==> config.mk <==
export PLATFORM = sky130hd
export DESIGN_NAME = seg7_scan
export DESIGN_NICKNAME = d
export VERILOG_FILES = /design/src/rtl/seg7_scan.sv
export SDC_FILE = /design/constraint.sdc
export NUM_CORES = 1
export LEC_CHECK = 0
export CORE_UTILIZATION = 60
export CTS_CLUSTER_SIZE = 40
export DETAILED_ROUTE_END_ITERATION = 8
export PLACE_DENSITY = 0.84
export SLEW_MARGIN = 30
export SYNTH_ARGS = -nofsm -noshare
export SYNTH_HDL_FRONTEND = slang
export SYNTH_SLANG_ARGS = --single-unit
==> constraint.sdc <==
create_clock -name clk -period 3.9 [get_ports clk]
set_clock_uncertainty 0.2 [all_clocks]
set_input_delay 0.39 -clock clk [delete_from_list [all_inputs] [get_ports clk]]
set_output_delay 0.39 -clock clk [all_outputs]
set_load 0.005 [all_outputs]
==> src/rtl/seg7_scan.sv <==
// Time-multiplexed hex display driver with frame-synchronous update of the shown data.
// Optional anode dead-time at the start of each slot: define SEG7_DEADTIME_EN.
module seg7_scan #(
   parameter int CLK_HZ   = 100000000,
   parameter int SCAN_HZ  = 250,
   parameter int DIGITS   = 4,
   parameter int DEAD_CYC = 16
) (
   input  logic                  clk,
   input  logic                  rst_n,
   input  logic [4*DIGITS-1:0]   value,
   input  logic [DIGITS-1:0]     dp,
   input  logic [DIGITS-1:0]     blank,
   input  logic                  load,
   output logic [DIGITS-1:0]     an,
   output logic [6:0]            seg,
   output logic                  dp_n,
   output logic                  frame_tick,
   output logic                  upd_pend
);

   localparam int K  = CLK_HZ / (SCAN_HZ * DIGITS);
   localparam int CW = (K > 1) ? $clog2(K) : 1;
   localparam int IW = (DIGITS > 1) ? $clog2(DIGITS) : 1;
   localparam logic [CW-1:0] K_LAST = CW'(K - 1);
   localparam logic [IW-1:0] I_LAST = IW'(DIGITS - 1);
   localparam logic [CW-1:0] DEAD_C = CW'(DEAD_CYC);
`ifdef SEG7_DEADTIME_EN
   localparam bit DEAD_EN = 1'b1;
`else
   localparam bit DEAD_EN = 1'b0;
`endif

   if (K < 2) begin : g_bad_k
      $error("seg7_scan: slot length CLK_HZ/(SCAN_HZ*DIGITS) must be at least 2");
   end
   if (DIGITS < 1 || DIGITS > 8) begin : g_bad_digits
      $error("seg7_scan: DIGITS must be in 1..8");
   end
`ifdef SEG7_DEADTIME_EN
   if (DEAD_CYC >= K) begin : g_bad_dead
      $error("seg7_scan: DEAD_CYC must be smaller than the slot length");
   end
`endif

   function automatic logic [6:0] hex_glyph(input logic [3:0] nib);
      logic [6:0] g;
      case (nib)
         4'h0:    g = 7'h40;
         4'h1:    g = 7'h79;
         4'h2:    g = 7'h24;
         4'h3:    g = 7'h30;
         4'h4:    g = 7'h19;
         4'h5:    g = 7'h12;
         4'h6:    g = 7'h02;
         4'h7:    g = 7'h78;
         4'h8:    g = 7'h00;
         4'h9:    g = 7'h10;
         4'hA:    g = 7'h08;
         4'hB:    g = 7'h03;
         4'hC:    g = 7'h46;
         4'hD:    g = 7'h21;
         4'hE:    g = 7'h06;
         4'hF:    g = 7'h0E;
         default: g = 7'h7F;
      endcase
      return g;
   endfunction

   logic [CW-1:0]       count_r, count_nx_s;
   logic [IW-1:0]       index_r, index_nx_s;
   logic [4*DIGITS-1:0] pend_val_r, act_val_r;
   logic [DIGITS-1:0]   pend_dp_r, act_dp_r, pend_blank_r, act_blank_r;
   logic [IW+1:0]       base_s;
   logic [3:0]          nib_s;
   logic                dead_s;
   logic [DIGITS-1:0]   an_nx_s;
   logic [6:0]          seg_nx_s;
   logic                dpn_nx_s;

   // Slot counter and digit index next-state.
   always_comb begin
      count_nx_s = count_r + {{(CW-1){1'b0}}, 1'b1};
      index_nx_s = index_r;
      if (count_r == K_LAST) begin
         count_nx_s = {CW{1'b0}};
         if (index_r == I_LAST) begin
            index_nx_s = {IW{1'b0}};
         end else begin
            index_nx_s = index_r + {{(IW-1){1'b0}}, 1'b1};
         end
      end else begin
         index_nx_s = index_r;
      end
   end

   // Scan position state; frame_tick is registered from the next state so it is
   // high exactly in the last cycle of the last slot.
   always_ff @(posedge clk or negedge rst_n) begin
      if (!rst_n) begin
         count_r    <= {CW{1'b0}};
         index_r    <= {IW{1'b0}};
         frame_tick <= 1'b0;
      end else begin
         count_r    <= count_nx_s;
         index_r    <= index_nx_s;
         frame_tick <= (count_nx_s == K_LAST) && (index_nx_s == I_LAST);
      end
   end

   // Pending/active data registers; active only changes on a frame boundary.
   always_ff @(posedge clk or negedge rst_n) begin
      if (!rst_n) begin
         pend_val_r   <= {(4*DIGITS){1'b0}};
         pend_dp_r    <= {DIGITS{1'b0}};
         pend_blank_r <= {DIGITS{1'b1}};
         act_val_r    <= {(4*DIGITS){1'b0}};
         act_dp_r     <= {DIGITS{1'b0}};
         act_blank_r  <= {DIGITS{1'b1}};
         upd_pend     <= 1'b0;
      end else begin
         if (frame_tick) begin
            act_val_r   <= pend_val_r;
            act_dp_r    <= pend_dp_r;
            act_blank_r <= pend_blank_r;
         end
         if (load) begin
            pend_val_r   <= value;
            pend_dp_r    <= dp;
            pend_blank_r <= blank;
            upd_pend     <= 1'b1;
         end else if (frame_tick) begin
            upd_pend     <= 1'b0;
         end
      end
   end

   // Output decode for the current digit.
   always_comb begin
      base_s = {index_r, 2'b00};
      nib_s  = act_val_r[base_s +: 4];
      dead_s = DEAD_EN && (count_r < DEAD_C);
      if (act_blank_r[index_r]) begin
         an_nx_s  = {DIGITS{1'b1}};
         seg_nx_s = 7'h7F;
         dpn_nx_s = 1'b1;
      end else begin
         an_nx_s  = dead_s ? {DIGITS{1'b1}} : ~(DIGITS'(1) << index_r);
         seg_nx_s = hex_glyph(nib_s);
         dpn_nx_s = ~act_dp_r[index_r];
      end
   end

   // Registered display outputs.
   always_ff @(posedge clk or negedge rst_n) begin
      if (!rst_n) begin
         an   <= {DIGITS{1'b1}};
         seg  <= 7'h7F;
         dp_n <= 1'b1;
      end else begin
         an   <= an_nx_s;
         seg  <= seg_nx_s;
         dp_n <= dpn_nx_s;
      end
   end

endmodule
Word-level counts from Yosys, hierarchy flattened
Memories as Yosys holds them, arrays and structs flattened.
Index checks and enable logic that the tools add are counted.
{"block": "op_classes", "addsub": 2, "multipliers": 0, "div_mod_pow": 0, "order_cmp": 1, "eq_ne": 4, "shifts": 2, "muxes": 12, "n_bitwise": 2, "reduce_logical": 2}
{"cell": "equality test 17 bit, second input constant", "count": 2}
{"cell": "adder 17 x 1 -> 17 bit, second input constant", "count": 1}
{"cell": "2-to-1 mux 17 bit", "count": 1}
{"cell": "variable part select 16 x 5 -> 4 bit", "count": 1}
{"cell": "2-to-1 mux 7 bit", "count": 1}
{"cell": "2-to-1 mux 1 bit", "count": 5}
{"cell": "binary-select mux 1 bit (select 2 bit)", "count": 2}
{"cell": "equality test 2 bit, second input constant", "count": 2}
{"cell": "2-to-1 mux 2 bit", "count": 2}
{"cell": "2-to-1 mux 4 bit", "count": 1}
{"cell": "inverter 4 bit", "count": 1}
{"cell": "left shift 1 x 2 -> 4 bit, first input constant", "count": 1}
{"cell": "less-than comparator 2 x 3 -> 1 bit, second input constant", "count": 1}
{"cell": "adder 2 x 1 -> 2 bit, second input constant", "count": 1}
{"cell": "nonzero test 2 bit", "count": 1}
{"cell": "logical AND 1 bit", "count": 1}
{"cell": "inverter 1 bit", "count": 1}
{"block": "word_totals", "ff_bits": 81, "latchBits": 0, "ramBits": 0, "romBits": 112, "inputBits": 27, "mem_count": 1}
{"name": "(name not given)", "depth": 16, "width": 7, "rd": 1, "rd_clocked_by_memory_dff": 0, "wr": 0, "line": "48", "rtl": "case (nib)"}

Depth between registers and ports, before layout
{"block": "depth", "ltp_word": 5, "depth_mapped": 8, "mapped_depth_nobuf": 7}

Least setup slack after synthesis
OpenSTA, ideal clock, no wires.
{"block": "synth_path", "path_type": "register to register", "start": "register index_r[0]", "end": "register seg[3]", "setup_time_ns": 0.082, "t_arrival_ns": 1.831, "setup_slack_ns": 1.788, "path_stages_with_launch": 8, "n_path_buf": 1, "path_cell_list": "dfrtp_1 -> buf_6 -> mux4_1 -> inv_1 -> ha_1 -> o21ai_0 -> nand2_1 -> o211ai_1"}
{"block": "synth_between", "elab_chain_len": 3, "elab_cells_between_ends": 5, "classes_between": "1 x shift; 3 x mux; 1 x memory"}
{"element": "start, declared", "line": "71", "rtl": "logic [IW-1:0] index_r, index_nx_s;"}
{"element": "start signal, assigned", "line": "102", "rtl": "index_r <= {IW{1'b0}};"}
{"element": "start signal, assigned", "line": "106", "rtl": "index_r <= index_nx_s;"}
{"element": "variable part select 16 x 5 -> 4 bit or binary-select mux 1 bit (select 2 bit) (tied branches)", "line": "141, 143"}
{"element": "memory (16 x 7 bit) or 2-to-1 mux 1 bit (tied branches)"}
{"element": "2-to-1 mux 7 bit (*)", "line": "143", "rtl": "if (act_blank_r[index_r]) begin"}
{"element": "named net seg_nx_s[3]", "line": "78", "rtl": "logic [6:0] seg_nx_s;"}
{"element": "end signal, assigned", "line": "162", "rtl": "seg <= seg_nx_s;"}
{"element": "end, declared", "line": "16", "rtl": "output logic [6:0] seg,"}
Mark *: on every way through the listed nets, which the timed path passes. The rest lies on a longest branch. The select of a mux whose other input is x is not followed.
A chain may end at the register's enable or synchronous reset.

Final worst setup path
{"block": "layout_path", "start": "register index_r[0]", "end": "register seg[6]"}
The elaborated chain is that of the path after synthesis.

==> impl_metrics.py <==
metrics = {
    "cells_and_area": {
        "multi_input_area_mm2": 0.00156,
        "final_design_area_no_fill_mm2": 0.00438,
        "area_growth_syn_to_layout_pct": 17.5,
        "area_used_by_sequential_logic_in_the_layout_mm2": 0.00205,
        "number_of_nets_in_the_layout": 359,
        "nFillCells": 403,
        "fin_cells": 401,
        "antenna_diodes": 0,
        "drive_above_1_share": 0.307,
    },
    "logic_synthesis": {
        "synth.ff_latch_count": 81,
        "synth_top_cells_by_area": "sky130_fd_sc_hd__dfrtp_1, sky130_fd_sc_hd__mux2_2, sky130_fd_sc_hd__dfstp_2",
        "netlist_top_cells_count": "sky130_fd_sc_hd__dfrtp_1, sky130_fd_sc_hd__mux2_2, sky130_fd_sc_hd__nand2_1, sky130_fd_sc_hd__dfstp_2, sky130_fd_sc_hd__nor2_1",
        "synth_cells": 281,
        "syn-cell-area_mm2": 0.00373,
        "synth_fp_nets": 319,
        "ys_dominant_reg_cell": "sky130_fd_sc_hd__dfrtp_1",
        "ys_seq_area_frac": 0.551,
        "synth_async_sr_flop_share": 1.00,
        "synth-edff-count": 0,
        "synth_top_area_share": 0.410,
        "top_count_cell_post_synth": "sky130_fd_sc_hd__dfrtp_1",
        "synth.yosys.warnings": 0,
        "yosys.cell_types.count": 46,
        "synth_largest_area_cell": "sky130_fd_sc_hd__dfrtp_1",
        "syn_area_per_cell_um2": 13.3,
    },
    "placed_design": {
        "detailedPlacementHpwl_um": 4380,
        "place_inst": 384,
        "gp_routability_congestion": 0.880,
        "numPortBuffers": 40,
        "placed_area_mm2": 0.00415,
    },
    "clock_tree": {
        "ctsRootBufferMaster": "sky130_fd_sc_hd__clkbuf_8",
        "cts_inserted_buffers": 9,
        "postCtsSetupRepairBufs": 0,
        "cts.path.max_buffers": 2,
        "htree_num_levels": 3,
        "clk-insertion-delay-late_ns": 0.35,
        "cts_sinks": 81,
        "cts_tree": "yes",
        "path_clk_slew_ns": 0.08,
    },
    "global_route": {
        "grt_max_degree": 82,
        "use_met1": 0.329,
        "globalRouteMet3Util": 0.0427,
        "grt_util_met2": 0.329,
        "grt_util_all_layers": 0.226,
        "antenna_violations_before_repair": 0,
        "grt_pass1_vias": 2242,
        "grt-busiest-layer": "met2",
        "grt_first_pass_wirelength_um": 10800,
        "global_route.overflow_total": 0,
    },
    "drt": {
        "wl_per_cell_um": 15.4,
        "drc_violations_left": 0,
        "first_pass_iters": 4,
        "vias": 2254,
        "via_per_inst": 5.62,
        "drt_wl_total_um": 6160,
        "drt-initial-drc-count": 133,
        "ant_nets": 0,
    },
    "critical_path": {
        "timing_worst_setup_path_type": "reg2reg",
        "critical_path_depth": 5,
        "launching_element_of_the_worst_setup_path": "index_r[0]",
        "critical_path.reg2reg.startpoint": "index_r[0]",
        "reg2reg_depth": 5,
        "worstPathRequired_ns": 3.96,
        "cpPeakStageDelay_ns": 0.74,
        "timing.critical_path.arrival_ns": 2.51,
        "critPathSlowestCell": "sky130_fd_sc_hd__mux4_1",
        "crit_path_max_fanout": 12,
        "worstSetupEndpointType": "flop",
        "path_delay_family": "multiplexers",
        "crit_chain": "mux4_1 > ha_1 > and2b_1 > a21oi_1 > o221ai_1",
        "cp-start-kind": "flop",
        "critical_path.n_buffers_inverters": 0,
    },
    "power": {
        "power.clock.fraction": 0.400,
        "power_switching_mw": 0.359,
        "leakage_power_nw": 1.86,
        "max-vdd-ir-drop_mv": 0.262,
        "switching_share": 0.225,
        "pwr-share-seq": 0.554,
        "powerDensity_mw_per_mm2": 364,
        "comb_power_share": 0.047,
        "cell_internal_pwr_mw": 1.23,
    },
    "timing": {
        "totalNegativeSetupSlack_ns": 0,
        "hold_viol": 0,
        "final_max_slew_viol_count": 0,
        "max_clock_freq_mhz": 407,
        "finalHoldWorstSlack_ns": 0.307,
        "max_slew_margin": 0.541,
        "layout_worst_path_cycle_share": 0.631,
        "rsz_0062_raised_after_global_routing": "false",
        "setup-violations-final": 0,
        "period_needed_ns": 2.46,
        "timing_worst_slew_pin_value_ns": 0.689,
    },
    "die": {
        "dieArea_mm2": 0.00653,
        "die_height_um": 80.8,
        "design.portCount": 41,
        "number_of_cell_rows": 28,
        "area_inside_the_core_boundary_mm2": 0.00596,
        "floorplan.die.width_um": 80.8,
        "initial_core_util": 0.626,
    },
    "outcome": {
        "status": "finished, final reports clean",
    },
    "worst_hold_path": {
        "holdPathStages": 1,
        "hold_path.class": "reg2reg",
        "worstHoldStart": "act_val_r[4]",
    },
    "flow_run": {
        "maxCapViolCount": 0,
    },
}
[sequential cells by signal (all words and copies together) (netlist names)]
name / cells
act_blank_r: 4
act_dp_r: 4
act_val_r: 16
an: 4
count_r: 17
dp_n: 1
frame_tick: 1
index_r: 2
pend_blank_r: 4
pend_dp_r: 4
pend_val_r: 16
seg: 7
upd_pend: 1
[placed cells by master (no fill, tap or decap), types with 3 or more instances in the layout]
cell type | netlist | routed
sky130_fd_sc_hd__inv_1 | 10 | 10
sky130_fd_sc_hd__mux2_2 | 49 | 49
sky130_fd_sc_hd__o211ai_1 | 4 | 4
sky130_fd_sc_hd__nand4_1 | 3 | 3
sky130_fd_sc_hd__ha_1 | 11 | 11
sky130_fd_sc_hd__nor2_1 | 15 | 15
sky130_fd_sc_hd__dfstp_2 | 20 | 20
sky130_fd_sc_hd__mux4_1 | 3 | 3
sky130_fd_sc_hd__o21ai_0 | 4 | 4
sky130_fd_sc_hd__nand3_1 | 8 | 8
sky130_fd_sc_hd__clkdlybuf4s50_1 | 0 | 38
sky130_fd_sc_hd__xor2_1 | 7 | 7
sky130_fd_sc_hd__clkbuf_8 | 0 | 10
sky130_fd_sc_hd__o221ai_1 | 3 | 3
sky130_fd_sc_hd__o21ai_1 | 3 | 3
sky130_fd_sc_hd__dfrtp_1 | 61 | 61
sky130_fd_sc_hd__xnor2_1 | 9 | 9
sky130_fd_sc_hd__nand2_1 | 21 | 21
sky130_fd_sc_hd__mux2i_1 | 3 | 3
[power by group through the flow]
stage | sequential (mW) | clock (mW) | combinational [mW]
finish | 0.881 | 0.637 | 0.0743
detailed placement | 0.898 | 0 | 0.0751
floorplan | 0.891 | 0 | 0.0304
CTS | 0.882 | 0.648 | 0.0752
global placement | 0.896 | 0 | 0.0729
global route | 0.885 | 0.684 | 0.0833
[layout make-up]
cell class                 count  area share
sequential                    81       0.469
multi-input combinational    176       0.357
timing repair buffer          43      0.0963
clock buffer                  10      0.0314
tap                           75      0.0214
clock inverter                 6      0.0169
inverter                      10     0.00857
[stage by stage]
stage / worst slack, ns / total power [mW] / util
global placement: 1.54 / 0.969 / 0.698
floorplan: 1.79 / 0.922 / -
CTS: 1.43 / 1.61 / 0.733
detailed placement: 1.45 / 0.973 / 0.697
finish: 1.44 / 1.59 / 0.735
global route: 1.31 / 1.65 / 0.735
[worst register-to-register path, delay by kind of cell (launching register included)]
family          cells  cell delay [ns]
flops               1             0.67
simple gates        1             0.18
mux                 1             0.75
fa+ha+maj           1             0.30
compound gates      2             0.28
[logic make-up (layout without fill, tap and decap cells)]
| family | after synthesis | count (layout) | synth area share |
|---|---|---|---|
| fa+ha+maj | 11 | 11 | 0.0369 |
| buf+inv | 24 | 69 | 0.0302 |
| simple gates | 69 | 69 | 0.110 |
| compound gates | 23 | 23 | 0.0450 |
| xor+xnor | 16 | 16 | 0.0376 |
| mux | 57 | 57 | 0.189 |
| flops | 81 | 81 | 0.551 |
[what timing repair did]
action	CTS	global route
gates resized for setup	0	0
endpoints found under the hold margin	0	61
hold buffers	0	1
[worst paths after layout]
check / endpoint / slack, ns
max: seg[6] / 1.44
min reg2reg: act_val_r[4] / 0.31
min: act_val_r[4] / 0.31
min in group asynchronous: pend_val_r[15] / 0.44
max reg2reg: seg[6] / 1.44
max in group asynchronous: act_val_r[14] / 2.61
[layer usage]
layer	up-vias	wire [µm]
li1	1075	-
met3	10	204
met1	1112	2990
met2	57	2870
met5	-	0
met4	0	103
No activity file was read; power rests on OpenSTA's default activity.
